[config.mk]
export PLATFORM = sky130hd
export DESIGN_NAME = dmem_arbiter
export DESIGN_NICKNAME = d
export VERILOG_FILES = /design/src/rtl/dmem_arbiter.sv
export SDC_FILE = /design/constraint.sdc
export NUM_CORES = 1
export LEC_CHECK = 0
export CORE_AREA = 2 2 109 111
export DETAILED_ROUTE_END_ITERATION = 6
export DIE_AREA = 0 0 111 113
export DONT_BUFFER_PORTS = 1
export SLEW_MARGIN = 5
export SYNTH_ARGS = -nofsm -noshare
export SYNTH_HDL_FRONTEND = slang
export SYNTH_SLANG_ARGS = --single-unit
[constraint.sdc]
create_clock -name clk -period 6.37 [get_ports clk]
set_input_delay 0.637 -clock clk [delete_from_list [all_inputs] [get_ports clk]]
set_output_delay 0.637 -clock clk [all_outputs]
set_load 0.03 [all_outputs]
[src/rtl/dmem_arbiter.sv]
// Two-port fixed-priority arbiter in front of the single-port data memory.
// Port 0 (LSU) wins by default; a starvation counter hands port 1 a slot after STARVE_LIMIT denials.
module dmem_arbiter #(
  parameter int STARVE_LIMIT = 8,
  parameter int CNT_W        = 8
) (
  input  logic        clk,
  input  logic        rst,
  input  logic        p0_valid,
  output logic        p0_ready,
  input  logic        p0_we,
  input  logic [2:0]  p0_funct3,
  input  logic [31:0] p0_addr,
  input  logic [31:0] p0_wdata,
  input  logic        p1_valid,
  output logic        p1_ready,
  input  logic        p1_we,
  input  logic [2:0]  p1_funct3,
  input  logic [31:0] p1_addr,
  input  logic [31:0] p1_wdata,
  output logic        p0_resp_valid,
  output logic        p0_resp_err,
  output logic        p1_resp_valid,
  output logic        p1_resp_err,
  output logic [31:0] resp_rdata,
  output logic        mem_we,
  output logic [2:0]  mem_funct3,
  output logic [31:0] mem_addr,
  output logic [31:0] mem_wdata,
  input  logic [31:0] mem_rdata
);

  localparam logic [CNT_W-1:0] LIMIT = CNT_W'(STARVE_LIMIT);

  logic [CNT_W-1:0] cnt_reg, cnt_next;
  logic             p0_rv_reg, p0_rv_next;
  logic             p1_rv_reg, p1_rv_next;
  logic             p0_err_reg, p0_err_next;
  logic             p1_err_reg, p1_err_next;
  logic [31:0]      rdata_reg, rdata_next;

  logic starve;
  logic grant0, grant1, accept;
  logic sel_we, sel_mis;

  function automatic logic misaligned(input logic [2:0] f3, input logic [1:0] a);
    case (f3[1:0])
      2'b00:   misaligned = 1'b0;
      2'b01:   misaligned = (a == 2'b11);
      2'b10:   misaligned = (a != 2'b00);
      default: misaligned = 1'b1;
    endcase
  endfunction

  assign starve = (cnt_reg >= LIMIT);

  // Grants are suppressed while reset is held so nothing reaches memory.
  always_comb begin
    grant0 = 1'b0;
    grant1 = 1'b0;
    if (!rst) begin
      if (p1_valid && (starve || !p0_valid)) grant1 = 1'b1;
      else if (p0_valid)                     grant0 = 1'b1;
    end
  end

  assign accept   = grant0 | grant1;
  assign p0_ready = grant0;
  assign p1_ready = grant1;

  always_comb begin
    mem_funct3 = p0_funct3;
    mem_addr   = p0_addr;
    mem_wdata  = p0_wdata;
    sel_we     = p0_we;
    if (grant1) begin
      mem_funct3 = p1_funct3;
      mem_addr   = p1_addr;
      mem_wdata  = p1_wdata;
      sel_we     = p1_we;
    end
  end

  assign sel_mis = misaligned(mem_funct3, mem_addr[1:0]);
  assign mem_we  = accept & sel_we & ~sel_mis;

  always_comb begin
    cnt_next    = '0;
    p0_rv_next  = grant0;
    p1_rv_next  = grant1;
    p0_err_next = grant0 & sel_mis;
    p1_err_next = grant1 & sel_mis;
    rdata_next  = rdata_reg;
    if (p1_valid && !grant1)
      cnt_next = starve ? LIMIT : cnt_reg + 1'b1;
    // Stores and rejected accesses return zero; read data only from aligned loads.
    if (accept)
      rdata_next = (!sel_we && !sel_mis) ? mem_rdata : 32'h0;
  end

  always_ff @(posedge clk or posedge rst) begin
    if (rst) begin
      cnt_reg    <= '0;
      p0_rv_reg  <= 1'b0;
      p1_rv_reg  <= 1'b0;
      p0_err_reg <= 1'b0;
      p1_err_reg <= 1'b0;
      rdata_reg  <= 32'h0;
    end else begin
      cnt_reg    <= cnt_next;
      p0_rv_reg  <= p0_rv_next;
      p1_rv_reg  <= p1_rv_next;
      p0_err_reg <= p0_err_next;
      p1_err_reg <= p1_err_next;
      rdata_reg  <= rdata_next;
    end
  end

  assign p0_resp_valid = p0_rv_reg;
  assign p1_resp_valid = p1_rv_reg;
  assign p0_resp_err   = p0_err_reg;
  assign p1_resp_err   = p1_err_reg;
  assign resp_rdata    = rdata_reg;

endmodule

=== Yosys cells after proc, flatten, opt, wreduce, memory -nomap -nowiden ===
Index checks and enable logic that the tools add are counted.

* Register bits: 44
* Input bits: 172
* Output and inout bits: 106
* Logic and storage cells: 40

* $add $sub $neg: 1
* Magnitude comparators: 1
* Equal/unequal tests: 3
* Mux-type cells: 13
* Bitwise logic cells: 6
* Reductions and logical operators: 10

{| class="wikitable"
|+ Operator list
! kind !! number
|-
| $mux W32 || 3
|-
| $mux W8 || 2
|-
| $add A8 B1 Y8 const B || 1
|-
| $ge A8 B4 Y1 const B || 1
|-
| $mux W1 || 6
|-
| $and A1 B1 Y1 || 4
|-
| $eq A2 B2 Y1 const B || 2
|-
| $logic_not A1 Y1 || 4
|-
| $logic_and A1 B1 Y1 || 3
|-
| $mux W3 || 1
|-
| $pmux W1 S3 || 1
|-
| $eq A2 B1 Y1 const B || 1
|-
| $logic_not A2 Y1 || 1
|-
| $reduce_bool A2 Y1 || 1
|-
| $logic_or A1 B1 Y1 || 1
|-
| $not A1 Y1 || 1
|-
| $or A1 B1 Y1 || 1
|}

=== Longest topological paths before layout ===
* Depth after elaboration: 11
* Mapped depth: 7
* Depth with buffers taken out: 5

=== Least setup slack after synthesis ===
Ideal clock, no wire load.

* Kind: input port to output port
* From: input rst
* To: output mem_we
* Arrival: 2691 ps
* Slack: 3042 ps
* Cell stages on the path: 4
* Buffers on the path: 1
* Cell sequence: inv_1 > o21ai_1 > clkbuf_1 > a21oi_1

* Longest elaborated chain between the ends: 6

{| class="wikitable"
|+ Ends and longest elaborated chain
! what !! RTL line !! text
|-
| start, declared || 8 || <nowiki>input logic rst,</nowiki>
|-
| $mux W1 || 61 || <nowiki>if (!rst) begin</nowiki>
|-
| $mux W32 or $mux W3 (tied branches) || 76 || <nowiki>if (grant1) begin</nowiki>
|-
| $eq A2 B2 Y1, or another cell as far along || 49 || <nowiki>2'b01: misaligned = (a == 2'b11);</nowiki>
|-
| $pmux W1 S3 || 47 || <nowiki>case (f3[1:0])</nowiki>
|-
| $not A1 Y1 || 85 || <nowiki>assign mem_we = accept & sel_we & ~sel_mis;</nowiki>
|-
| $and A1 B1 Y1 * || 85 ||
|-
| end, declared || 26 || <nowiki>output logic mem_we,</nowiki>
|}

Every way passes the cells marked *; elsewhere a longest branch is shown, timed or not.

=== Final worst setup path ===
* From: register cnt_reg[5]
* To: output mem_addr[1]

* Longest elaborated chain between the ends: 6

{| class="wikitable"
|+ Ends and longest elaborated chain
! what !! RTL line !! text
|-
| start, declared || 35 || <nowiki>logic [CNT_W-1:0] cnt_reg, cnt_next;</nowiki>
|-
| start signal, assigned || 110 || <nowiki>cnt_reg <= cnt_next;</nowiki>
|-
| $ge A8 B4 Y1 || 55 || <nowiki>assign starve = (cnt_reg >= LIMIT);</nowiki>
|-
| $logic_or A1 B1 Y1 || 62 || <nowiki>if (p1_valid && (starve || !p0_valid)) grant1 = 1'b1;</nowiki>
|-
| $logic_and A1 B1 Y1 || 62 ||
|-
| $mux W1 || 62 ||
|-
| $mux W1 || 61 ||
|-
| net p1_ready || 16 || <nowiki>output logic p1_ready,</nowiki>
|-
| $mux W32 || 76 ||
|-
| end, declared || 28 || <nowiki>output logic [31:0] mem_addr,</nowiki>
|}

The timed path passes the listed nets, and every way through them passes these cells.

==> summary.md <==
| Metric | Value |
|---|---|
| Final net count | 370 |
| DRT antenna net count | 0 |
| Dpl cells | 332 |
| Top_reg_cell synth | dfrtp_1 |
| Total track usage | 11.0% |
| CTS Hold Bufs | 0 |
| Postcts setup bufs | 0 |
| Crit path capture | mem_addr[1] |
| Worst r2r src | cnt_reg[5]$_DFF_PP0_ |
| Gate power share | 22.6% |
| Sw Share | 34.7% |
| CTS clk-pin slew, worst paths | 60 ps |
| Final HPWL DP | 6570 um |
| Cell count of the worst reg-to-reg path | 4 |
| Number of I/O pins | 278 |
| Clk network pwr share | 32.5% |
| Static leakage | 1.23 nW |
| Initial antenna violation count | 4 |
| Share of post-route cells with drive strength above 1 | 56.9% |
| Fmax | 0.313 GHz |
| Tightest Pin Transition | 1150 ps |
| Peak supply drop | 0.109 mV |
| Fill cell count | 1,151 |
| Die Area | 12,500 um^2 |
| Max Buffers Root-to-Sink | 2 |
| Gr ovfl total | 0 |
| WP data arrival | 2560 ps |
| Crit path max fanout | 70 |
| Synth cell types | 33 |
| TritonCTS clock tree | built |
| Fin Clk Skew | 7.73 ps |
| Setup violators final | 0 |
| Max transition margin | 23.3% |
| Largest net degree at the start of global routing | 71 |
| Avg Synthesized Cell Area | 13.2 um^2 |
| Final Critical Period | 3190 ps |
| Worst-skew pair later-pin latency | 280 ps |
| Final WL | 7850 um |
| Initial core utilization | 23.2% |
| Die Width | 111 um |
| R2r setup slk | 3880 ps |
| CP required | 5730 ps |
| Routability-driven placement congestion ratio | 0.759 |
| Area post-placement | 2710 um^2 |
| Max FFs per register | 32 |
| Count of maximum capacitance violations | 0 |
| Global-route wire length before repair | 10,400 um |
| Internal power | 516 uW |
| Starting DRT DRC Count | 74 |
| Final Instance Area | 2870 um^2 |
| CP Launch Type | register |
| Async S/R FF share, synth | 100% |
| WHS | 396 ps |
| Final Max Slew Viols | 0 |
| Vias | 1,711 |
| Synthesis Warnings | 0 |
| Synth Register Bits | 44 |
| Critical Setup Path Class | register to primary output |
| H-tree depth | 2 |
| Non-Filler Instances | 344 |
| CP endpoint kind | primary output |
| Reg-to-reg critical path endpoint | resp_rdata[22]$_DFFE_PP0N_ |
| Clk root buf | clkbuf_16 |
| Die H | 113 um |
| Final hold vios | 0 |
| Via density | 4.97 |
| Hold/Removal Path Class | input pin to async pin |
| Port Buffer Count | 0 |
| P&R area growth vs syn | 9.73% |
| Mapped cell area | 2610 um^2 |
| NetSw | 274 uW |
| RSZ-0062 raised after global routing | no |
| Sequential share of power | 44.9% |
| Sequential area share after synthesis | 42.2% |
| Cell Pwr Density | 276 nW/um^2 |
| Core box area | 11,300 um^2 |
| Final Cycle Share | 50.1% |
| Critical Path Start | cnt_reg[5]$_DFF_PP0_ |
| # DRC | 0 |
| FP Rows | 39 |
| Post-CTS resize count | 0 |
| TritonCTS Buffers | 5 |
| Outcome | complete, no violations |
| WL per Instance | 22.8 um |
| Number of global-route vias before repair | 1,633 |
| Gate Count Post-Synth | 198 |
| Pre-antenna DRT Iters | 4 |
| Setup total negative slack | 0 ps |
| EDFF count, synth | 0 |
| Sink Count | 44 |
[worst min-delay path by stage]
stage | cells past startpoint | endpoint | start
after CTS | 2 | resp_rdata[18]$_DFFE_PP0N_ | rst
final | 2 | resp_rdata[13]$_DFFE_PP0N_ | rst
after detailed placement | 1 | cnt_reg[0]$_DFF_PP0_ | cnt_reg[0]$_DFF_PP0_
after floorplan | 1 | cnt_reg[0]$_DFF_PP0_ | cnt_reg[0]$_DFF_PP0_
after global routing | 2 | resp_rdata[30]$_DFFE_PP0N_ | rst
after global placement | 1 | cnt_reg[0]$_DFF_PP0_ | cnt_reg[0]$_DFF_PP0_
[layer usage]
metal,share of wire (%),GRT usage [%],wire length [um]
met1,37,12.7,2940
met2,51,18.2,3980
met3,11,5.57,839
met4,0.97,2.50,76
met5,0.20,0,16
[cell usage after synthesis (all sizes together), types with 2 or more instances]
library cell	instances	area [um^2]
o21a	2	15.0
a21oi	3	15.0
o21ai	2	10.0
mux2	67	785
buf	11	113
a21o	3	23.8
ha	2	25.0
dfrtp	44	1100
inv	7	26.3
a22o	32	315
nand3	3	15.0
nor2	7	28.8
clkbuf	3	11.3
[worst max-delay path: stages, from the launching register on]
cell,delay [ps]
dfrtp_1,390
nor3_4,250
a31o_4,820
inv_2,340
mux2_2,450
[through the flow]
| stage | power, mW | util [%] | worst slack [ps] |
|---|---|---|---|
| after global placement | 0.539 | 24.0 | 3450 |
| after CTS | 0.801 | 25.3 | 3120 |
| final | 0.790 | 25.4 | 3180 |
| after floorplan | 0.523 | - | 3040 |
| after global routing | 0.824 | 25.3 | 3010 |
| after detailed placement | 0.540 | 24.0 | 3400 |
[final cells by class]
type	count	area, um^2	share of cell area (%)
antenna	4	10.0	0.349
sequential	44	1100	38.4
multi-input combinational	136	1380	48.3
timing repair buffer	2	15.0	0.524
clock buffer	7	143	4.98
inverter	7	26.3	0.917
tap	143	179	6.24
clock inverter	1	7.51	0.262
[cells in the final DEF (no fill, tap or decap), types with 2 or more instances in the layout]
cell type,instances
a21o_1,2
a21oi_1,3
a22o_1,4
a22o_2,28
buf_4,2
clkbuf_16,5
conb_1,4
dfrtp_1,44
diode_2,4
ha_1,2
inv_1,5
mux2_2,59
mux2_4,8
nand3_1,3
nor2_1,6
o21a_1,2
[power by group through the flow]
| stage | clock [mW] | combinational, mW | sequential, mW |
|---|---|---|---|
| after floorplan | 0 | 0.168 | 0.355 |
| after global placement | 0 | 0.179 | 0.359 |
| after detailed placement | 0 | 0.181 | 0.359 |
| after CTS | 0.265 | 0.181 | 0.354 |
| after global routing | 0.280 | 0.188 | 0.356 |
| final | 0.257 | 0.179 | 0.355 |
[logic make-up (layout without fill, tap and decap cells)]
family	after synthesis	after routing	synth area share, %
DFF	44	44	42.2
muxes	67	67	30.0
buffers and inverters	21	17	5.75
AOI/OAI and AO/OA	48	48	17.2
and+or+nand+nor	14	14	3.40
xor gates and xnor gates	1	1	0.335
adders and majority gates	2	2	0.958
other	1	8	0.144
Note: power is estimated with default switching activity, not from simulation.
